===== src/rtl/spi_reg_host.sv =====
// spi_reg_host: SPI mode-0 master for single register read/write frames
// to the modem control register file (24-bit frame: W, 5'b0, addr[9:0], data[7:0]).
// Optional feature macro: SPI_REG_HOST_TXPOLL_EN. When it is defined, a write of
// bit0=1 to address 1023 is followed by autonomous read polls of 1023 until bit0
// reads back 0, and the o_tx_complete output is added.
module spi_reg_host #(
  parameter int unsigned CLK_DIV    = 4,
  parameter int unsigned GAP_HALVES = 2
) (
  input  logic       clk,
  input  logic       reset,
  input  logic       i_start,
  input  logic       i_write,
  input  logic [9:0] i_addr,
  input  logic [7:0] i_wdata,
  input  logic       i_miso,
  output logic       o_sclk,
  output logic       o_ssn,
  output logic       o_mosi,
  output logic       o_busy,
  output logic       o_done,
  output logic [7:0] o_rdata
`ifdef SPI_REG_HOST_TXPOLL_EN
  ,
  output logic       o_tx_complete
`endif
);

  localparam int unsigned DIV_W   = (CLK_DIV < 2) ? 1 : $clog2(CLK_DIV);
  localparam int unsigned FRAME_W = 24;
  localparam logic [DIV_W-1:0] DIV_LAST = DIV_W'(CLK_DIV - 1);
  localparam logic [4:0] BIT_LAST = 5'(FRAME_W - 1);
  localparam logic [4:0] GAP_LAST = 5'(GAP_HALVES - 1);
  localparam logic [4:0] DATA_BITS = 5'd8;

  // Reject divider/gap settings the counters cannot represent
  if (CLK_DIV < 2) begin : g_bad_clk_div
    $error("spi_reg_host: CLK_DIV must be at least 2");
  end
  if ((GAP_HALVES < 1) || (GAP_HALVES > 32)) begin : g_bad_gap
    $error("spi_reg_host: GAP_HALVES must be in 1..32");
  end

  typedef enum logic [2:0] {
    IDLE,
    SETUP,
    SHIFT,
    HOLD,
    GAP
  } state_t;

  state_t           state;
  logic [DIV_W-1:0] div_cnt;
  logic [4:0]       bit_cnt;
  logic [22:0]      tx_sh;    // frame bits still to be driven after the current one
  logic [7:0]       rx_sh;
  logic             is_write;
  logic             div_end_c;

`ifdef SPI_REG_HOST_TXPOLL_EN
  localparam logic [9:0] POLL_ADDR = 10'd1023;
  logic poll_arm;             // current write kicks transmit
  logic polling;              // current read is a transmit-status poll
  logic poll_next_c;

  // Another status poll follows a kicking write, or a poll that still reads busy
  assign poll_next_c = (is_write && poll_arm) || (!is_write && polling && rx_sh[0]);
`endif

  assign div_end_c = (div_cnt == DIV_LAST);

  // Frame sequencer: divider, bit counter, shift registers and all outputs
  always_ff @(posedge clk) begin
    if (reset) begin
      state    <= IDLE;
      div_cnt  <= '0;
      bit_cnt  <= '0;
      tx_sh    <= '0;
      rx_sh    <= '0;
      is_write <= 1'b0;
      o_sclk   <= 1'b0;
      o_ssn    <= 1'b1;
      o_mosi   <= 1'b0;
      o_busy   <= 1'b0;
      o_done   <= 1'b0;
      // An aborted frame keeps the last read byte; a reset seen while idle clears it
      if (state == IDLE) o_rdata <= 8'h00;
`ifdef SPI_REG_HOST_TXPOLL_EN
      poll_arm      <= 1'b0;
      polling       <= 1'b0;
      o_tx_complete <= 1'b0;
`endif
    end else begin
      o_done <= 1'b0;
`ifdef SPI_REG_HOST_TXPOLL_EN
      o_tx_complete <= 1'b0;
`endif
      case (state)
        IDLE: begin
          if (i_start) begin
            state    <= SETUP;
            div_cnt  <= '0;
            is_write <= i_write;
            tx_sh    <= {5'b0, i_addr, (i_write ? i_wdata : 8'h00)};
            o_mosi   <= i_write;
            o_ssn    <= 1'b0;
            o_sclk   <= 1'b0;
            o_busy   <= 1'b1;
`ifdef SPI_REG_HOST_TXPOLL_EN
            poll_arm <= i_write && (i_addr == POLL_ADDR) && i_wdata[0];
            polling  <= 1'b0;
`endif
          end
        end

        SETUP: begin
          if (div_end_c) begin
            state   <= SHIFT;
            div_cnt <= '0;
            bit_cnt <= BIT_LAST;
          end else begin
            div_cnt <= div_cnt + DIV_W'(1);
          end
        end

        SHIFT: begin
          if (div_end_c) begin
            div_cnt <= '0;
            if (!o_sclk) begin
              o_sclk <= 1'b1;
              if (bit_cnt < DATA_BITS) rx_sh <= {rx_sh[6:0], i_miso};
            end else begin
              o_sclk <= 1'b0;
              if (bit_cnt == 5'd0) begin
                state  <= HOLD;
                o_mosi <= 1'b0;
              end else begin
                bit_cnt <= bit_cnt - 5'd1;
                o_mosi  <= tx_sh[22];
                tx_sh   <= {tx_sh[21:0], 1'b0};
              end
            end
          end else begin
            div_cnt <= div_cnt + DIV_W'(1);
          end
        end

        HOLD: begin
          if (div_end_c) begin
            state   <= GAP;
            div_cnt <= '0;
            bit_cnt <= GAP_LAST;
            o_ssn   <= 1'b1;
          end else begin
            div_cnt <= div_cnt + DIV_W'(1);
          end
        end

        GAP: begin
          if (div_end_c) begin
            div_cnt <= '0;
            if (bit_cnt != 5'd0) begin
              bit_cnt <= bit_cnt - 5'd1;
            end else
`ifdef SPI_REG_HOST_TXPOLL_EN
            if (poll_next_c) begin
              state    <= SETUP;
              is_write <= 1'b0;
              poll_arm <= 1'b0;
              polling  <= 1'b1;
              tx_sh    <= {5'b0, POLL_ADDR, 8'h00};
              o_mosi   <= 1'b0;
              o_ssn    <= 1'b0;
            end else
`endif
            begin
              state  <= IDLE;
              o_busy <= 1'b0;
              o_done <= 1'b1;
              if (!is_write) o_rdata <= rx_sh;
`ifdef SPI_REG_HOST_TXPOLL_EN
              o_tx_complete <= polling;
              polling       <= 1'b0;
              poll_arm      <= 1'b0;
`endif
            end
          end else begin
            div_cnt <= div_cnt + DIV_W'(1);
          end
        end

        default: state <= IDLE;
      endcase
    end
  end

endmodule

===== config.mk =====
export PLATFORM = sky130hd
export DESIGN_NAME = spi_reg_host
export DESIGN_NICKNAME = d
export VERILOG_FILES = /design/src/rtl/spi_reg_host.sv
export SDC_FILE = /design/constraint.sdc
export NUM_CORES = 1
export LEC_CHECK = 0
export CAP_MARGIN = 20
export CORE_ASPECT_RATIO = 0.9
export CORE_UTILIZATION = 56
export CTS_BUF_LIST = sky130_fd_sc_hd__clkbuf_2
export DETAILED_ROUTE_END_ITERATION = 8
export GPL_ROUTABILITY_DRIVEN = 0
export PLACE_DENSITY = 0.79
export SYNTH_ARGS = -nofsm -noshare
export SYNTH_HDL_FRONTEND = slang
export SYNTH_SLANG_ARGS = --single-unit

===== constraint.sdc =====
create_clock -name clk -period 1.9 [get_ports clk]
set_input_delay 0.285 -clock clk [delete_from_list [all_inputs] [get_ports clk]]
set_output_delay 0.285 -clock clk [all_outputs]
set_load 0.02 [all_outputs]

==> results of run 1 <==
area by class of cell:
type	count	share of cell area
multi-input combinational	197	0.4131
sequential	55	0.3762
timing repair buffer	55	0.1648
tap	62	0.02455
clock inverter	3	0.008713
clock buffer	5	0.007921
inverter	4	0.004752
synth_stat cells, types with 2 or more instances:
master / n / area (µm²)
buf_6: 4 / 45.04
nor3_1: 6 / 30.03
o21ai_0: 5 / 25.02
dfxtp_1: 47 / 940.9
and4b_1: 2 / 20.02
buf_4: 2 / 15.01
a311oi_1: 7 / 61.31
and2_1: 2 / 12.51
clkbuf_1: 11 / 41.29
nand3_1: 10 / 50.05
a21o_1: 2 / 15.01
or3_1: 2 / 12.51
mux2i_1: 8 / 80.08
edfxtp_1: 8 / 240.2
nor2_1: 44 / 165.2
a211oi_1: 5 / 37.54
a311oi_2: 12 / 180.2
a22oi_1: 8 / 60.06
nand2b_1: 5 / 31.28
nor2b_1: 11 / 68.82
a21oi_1: 7 / 35.03
ha_1: 2 / 25.02
xnor2_1: 2 / 17.52
inv_1: 4 / 15.01
a2111oi_0: 2 / 17.52
nand2_1: 34 / 127.6
registers in the layout (all words and copies together) (netlist names), 2 cells and up:
| name | flops |
|---|---|
| bit_cnt | 5 |
| div_cnt | 2 |
| o_rdata | 8 |
| rx_sh | 8 |
| state | 3 |
| tx_sh | 23 |
power by group through the flow:
stage                     registers, mW  logic, mW  clock network, mW
after CTS                          1.26      0.279              0.511
after global routing               1.26      0.305              0.554
after global placement             1.28      0.272                  0
after detailed placement           1.28      0.279                  0
after floorplan                    1.29      0.155                  0
final                              1.26      0.278              0.495
what timing repair did:
item / in CTS / in global routing
pin swaps: 0 / 1
setup endpoints to repair: 2 / 36
cloned: 0 / 0
gates resized for setup: 2 / 9
per-stage QoR:
| stage | worst slack, ns | total power, mW | util | instance area [µm²] | cells |
|---|---|---|---|---|---|
| finish | 0.1000 | 2.030 | 0.7083 | 3159 | 381 |
| CTS | 0.02094 | 2.048 | 0.7035 | 3138 | 381 |
| detailed placement | 0.03329 | 1.557 | 0.6906 | 3080 | 373 |
| global route | 0.009411 | 2.123 | 0.7083 | 3159 | 381 |
| floorplan | 0.1510 | 1.446 | - | 2592 | 275 |
| global placement | 0.06409 | 1.550 | 0.6906 | 3080 | 373 |
per-layer routing:
layer,share of wire,track usage,wire [µm],up-vias
met5,0,0,0,-
met3,0.044,0.04085,221,6
met1,0.46,0.2890,2344,973
met2,0.48,0.3750,2426,36
met4,0.012,0.09615,63,0
li1,-,-,-,1076
logic make-up after synthesis:
| kind of cell | synth area share |
|---|---|
| buf+inv | 0.04825 |
| compound gates | 0.1921 |
| simple gates | 0.2490 |
| mux | 0.03523 |
| xor+xnor | 0.01014 |
| fa+ha+maj | 0.009651 |
| flops | 0.4556 |
worst paths after layout:
path,to,slack [ns],from
setup reg to reg,bit_cnt[0],0.11,bit_cnt[0]
hold reg to reg,tx_sh[0],0.48,tx_sh[0]
setup / recovery,o_sclk,0.10,o_sclk
hold / removal,tx_sh[16],0.16,reset
layout by cell type, fill, tap and decap left out, drive strengths merged, types with 2 or more instances in the layout:
cell,count
a2111oi,2
a211oi,5
a21o,2
a21oi,7
a221oi,2
a22oi,8
a311oi,19
and2,2
and4b,2
buf,21
clkbuf,5
clkdlybuf4s50,34
dfxtp,47
edfxtp,8
ha,2
inv,5
mux2i,8
nand2,34
nand2b,5
nand3,11
nor2,44
nor2b,11
nor3,6
nor3b,2
nor4b,2
o21ai,5
or2,2
or3,2
xnor2,2
==> impl_metrics.json, run 1 <==
{
  "hp-class": "in -> reg",
  "drc": 0,
  "drt_iter0_drc": 121,
  "nNetsFinal": 343,
  "dieArea_um2": 4906,
  "pwr-share-clk": 0.244,
  "crit_type": "reg -> out",
  "antenna_found_initial": 0,
  "min_delay_path_depth": 2,
  "cts-htree-levels": 2,
  "power.switching_mw": 0.5569,
  "slew_headroom": 0.6635,
  "cts_hold_buf": 0,
  "status": "completed",
  "p_per_area_nw_per_um2": 642.5,
  "vias": 2091,
  "multi_input_area_um2": 1305,
  "finalSetupTns_ns": 0,
  "core_um2": 4461,
  "clk_path_buf_depth": 2,
  "firstDrtPassIters": 4,
  "async_flop_share": 0,
  "max_stage_delay_ns": 0.61,
  "hold_slack_ns": 0.1570,
  "drive_above_1_share": 0.1787,
  "power_frac_comb": 0.137,
  "p_leak_nw": 1.179,
  "n_fill_cell": 362,
  "yosysSeqAreaShare": 0.4556,
  "initial_core_util": 0.5812,
  "syn_nets": 300,
  "p_int_mw": 1.473,
  "grt_pass1_vias": 1853,
  "portBuffers": 35,
  "routed_via_density": 5.488,
  "grt_max_degree": 36,
  "wire_per_inst_um": 13.27,
  "cp_slowest_cell": "clkdlybuf4s50_1",
  "synthDistinctLibCells": 49,
  "path_delay_family": "buffers and inverters",
  "setup_violations": 0,
  "period_needed_ns": 1.800,
  "synthCells": 275,
  "cp.arrival_ns": 1.51,
  "syn_area_um2": 2592,
  "insertion_delay_ns": 0.47,
  "ys_seq_elements": 55,
  "hold_viol_final": 0,
  "grtUsageTotal": 0.2266,
  "grt_pass1_wl_um": 8411,
  "tightestPinTransition_ns": 0.5027,
  "fin_worst_skew_ns": 0.01973,
  "n_antenna_cell": 0,
  "path_cells": "clkdlybuf4s50_1",
  "hpwlAfterDp_um": 3580,
  "p_seq_frac": 0.619,
  "clk_pin_slew_ns": 0.29,
  "worst_ir_drop_vdd_mv": 0.5305,
  "rsz0062_at_grt": "no",
  "die_w_um": 73.72,
  "synth-edff-count": 8,
  "yosys_warnings": 0,
  "max_clock_freq_mhz": 555.6,
  "worst_r2r_path_depth": 7,
  "required_ns": 1.62,
  "cts-root-buf": "clkbuf_2",
  "post-route-period-util": 0.9474,
  "worst_setup_path_start_kind": "flip-flop",
  "syn_to_final_growth_pct": 21.86,
  "die_h_um": 66.55,
  "clkSinkCount": 55,
  "crit_cells": 1,
  "cts_setup_buffers": 0,
  "critPathMaxFanout": 9,
  "grt_overflow": 0,
  "boundaryPins": 36,
  "ant_nets": 0,
  "cts_buffers": 5,
  "synth-main-ff-cell": "dfxtp_1",
  "syn_avg_cell_area_um2": 9.427,
  "routed_wl_um": 5055,
  "cts_tree": "built",
  "max_cap_violations": 0,
  "seq_area_um2": 1189,
  "crit_buf_inv": 1,
  "endpoint_kind": "output pin",
  "switching_share": 0.2744,
  "num_rows": 23,
  "final-max-slew-violation-count": 0
}
(Power assumes the default switching activity.)
==> run 2: changes to the inputs <==
- CORE_UTILIZATION: 56 -> 55
- PLACE_DENSITY: 0.79 -> 0.78
- REMOVE_ABC_BUFFERS: unset -> 1
==> impl_metrics.json, run 2 (synthesized netlist as in run 1, its figures left out) <==
{
  "status": "completed",
  "final_common_cell": "nor2_1",
  "top_register": "tx_sh",
  "clkSinkCount": 55,
  "top_regs": "tx_sh x23, o_rdata x8, rx_sh x8",
  "endpoint_kind": "output pin",
  "crit_type": "reg -> out",
  "path_delay_family": "buffers and inverters",
  "tightestPinTransition_ns": 0.7256,
  "hp-class": "in -> reg",
  "num_rows": 23,
  "firstDrtPassIters": 4,
  "post-route-period-util": 0.9611,
  "switching_share": 0.2582,
  "grt_pass1_vias": 1922,
  "finalSetupTns_ns": 0,
  "initial_core_util": 0.5775,
  "die_w_um": 74.37,
  "grtUsageTotal": 0.2284,
  "portBuffers": 35,
  "drc": 0,
  "cp.arrival_ns": 1.54,
  "critPathMaxFanout": 9,
  "final-max-slew-violation-count": 0,
  "p_seq_frac": 0.574,
  "timing.reg2reg.setup_slack_ns": 0.08,
  "boundaryPins": 36,
  "dieArea_um2": 4992,
  "worst_r2r_path_depth": 8,
  "crit_cells": 1,
  "routed_via_density": 5.590,
  "hpwlAfterDp_um": 3604,
  "clk_path_buf_depth": 2,
  "clk_pin_slew_ns": 0.29,
  "routed_wl_um": 5773,
  "syn_to_final_growth_pct": 28.62,
  "vias": 2169,
  "largest_register_ffs": 23,
  "power_frac_comb": 0.147,
  "min_delay_path_depth": 2,
  "max_cap_violations": 0,
  "n_antenna_cell": 0,
  "grt_overflow": 0,
  "max_stage_delay_ns": 0.64,
  "n_fill_cell": 350,
  "p_per_area_nw_per_um2": 658.2,
  "required_ns": 1.62,
  "core_um2": 4489,
  "path_cells": "clkdlybuf4s50_1",
  "grt_max_degree": 36,
  "drive_above_1_share": 0.2147,
  "cts-htree-levels": 2,
  "cts_hold_buf": 0,
  "nNetsFinal": 350,
  "grt_pass1_wl_um": 8776,
  "p_leak_nw": 1.255,
  "p_int_mw": 1.628,
  "worst_setup_path_start_kind": "flip-flop",
  "cts-root-buf": "clkbuf_2",
  "drt_iter0_drc": 155,
  "cts_tree": "built",
  "ant_nets": 0,
  "cp_slowest_cell": "clkdlybuf4s50_1",
  "die_h_um": 67.13,
  "final_cell_mix": "44 x nor2_1, 42 x dfxtp_1, 34 x nand2_1, 34 x clkdlybuf4s50_1, 20 x buf_4",
  "hold_viol_final": 0,
  "fin_worst_skew_ns": 0.02523,
  "antenna_found_initial": 0,
  "wire_per_inst_um": 14.88,
  "period_needed_ns": 1.826,
  "cts_buffers": 5,
  "power.switching_mw": 0.5668,
  "crit_buf_inv": 1,
  "max_clock_freq_mhz": 547.6,
  "worst_ir_drop_vdd_mv": 0.4699,
  "setup_violations": 0,
  "final_core_util": 0.7428,
  "pwr-share-clk": 0.279,
  "insertion_delay_ns": 0.46,
  "slew_headroom": 0.5037
}
-- run 2: cell count changes in the layout (fill, tap and decap cells not counted), sizes merged --
| cell | delta |
|---|---|
| buf | +4 |
| clkinv | -1 |
| bufinv | +1 |
| clkbuf | +3 |
-- run 2: what timing repair did --
action	CTS	global route
gates cloned	0	4
gates resized for setup	4	15
pin swaps	0	4
setup buffers	0	3
setup endpoints to repair	3	42
-- run 2: power by group through the flow --
| stage | Combinational (mW) | Sequential (mW) | Clock (mW) |
|---|---|---|---|
| 6_report | 0.324 | 1.26 | 0.612 |
| 5_1_grt | 0.350 | 1.27 | 0.662 |
| 4_1_cts | 0.275 | 1.26 | 0.615 |
| 3_5_place_dp | 0.274 | 1.28 | 0 |
| 3_3_place_gp | 0.269 | 1.28 | 0 |
| 2_1_floorplan | 0.121 | 1.29 | 0 |
-- run 2: layer usage --
metal  up-vias  GRT usage  share of wire
met3         4    0.04627          0.034
met5         -          0              0
met1      1016     0.3169           0.46
li1       1094          -              -
met4         0    0.07547         0.0054
met2        55     0.3547           0.50
-- run 2: cell type report --
class,count,area (µm²),area share
multi-input combinational,197,1339,0.4015
sequential,55,1190,0.3568
timing repair buffer,62,641.9,0.1925
tap,62,77.57,0.02326
clock inverter,3,46.29,0.01388
clock buffer,5,25.02,0.007505
inverter,4,15.01,0.004503
-- run 2: worst paths after layout --
kind	from	end
max reg2reg	bit_cnt[1]	tx_sh[14]
max	o_sclk	o_sclk
min reg2reg	o_ssn	o_ssn
min	reset	tx_sh[19]
-- run 2: through the flow --
| step | cells | hold slack [ns] | setup slack [ns] | total power, mW | area [µm²] |
|---|---|---|---|---|---|
| floorplan | 256 | 0.3529 | -0.4587 | 1.414 | 2482 |
| global placement | 373 | 0.4461 | 0.07292 | 1.545 | 3080 |
| detailed placement | 373 | 0.4582 | -0.05798 | 1.553 | 3080 |
| CTS | 381 | 0.1700 | -0.005691 | 2.149 | 3163 |
| global route | 388 | 0.1586 | -0.01061 | 2.278 | 3334 |
| finish | 388 | 0.1792 | 0.07384 | 2.195 | 3334 |
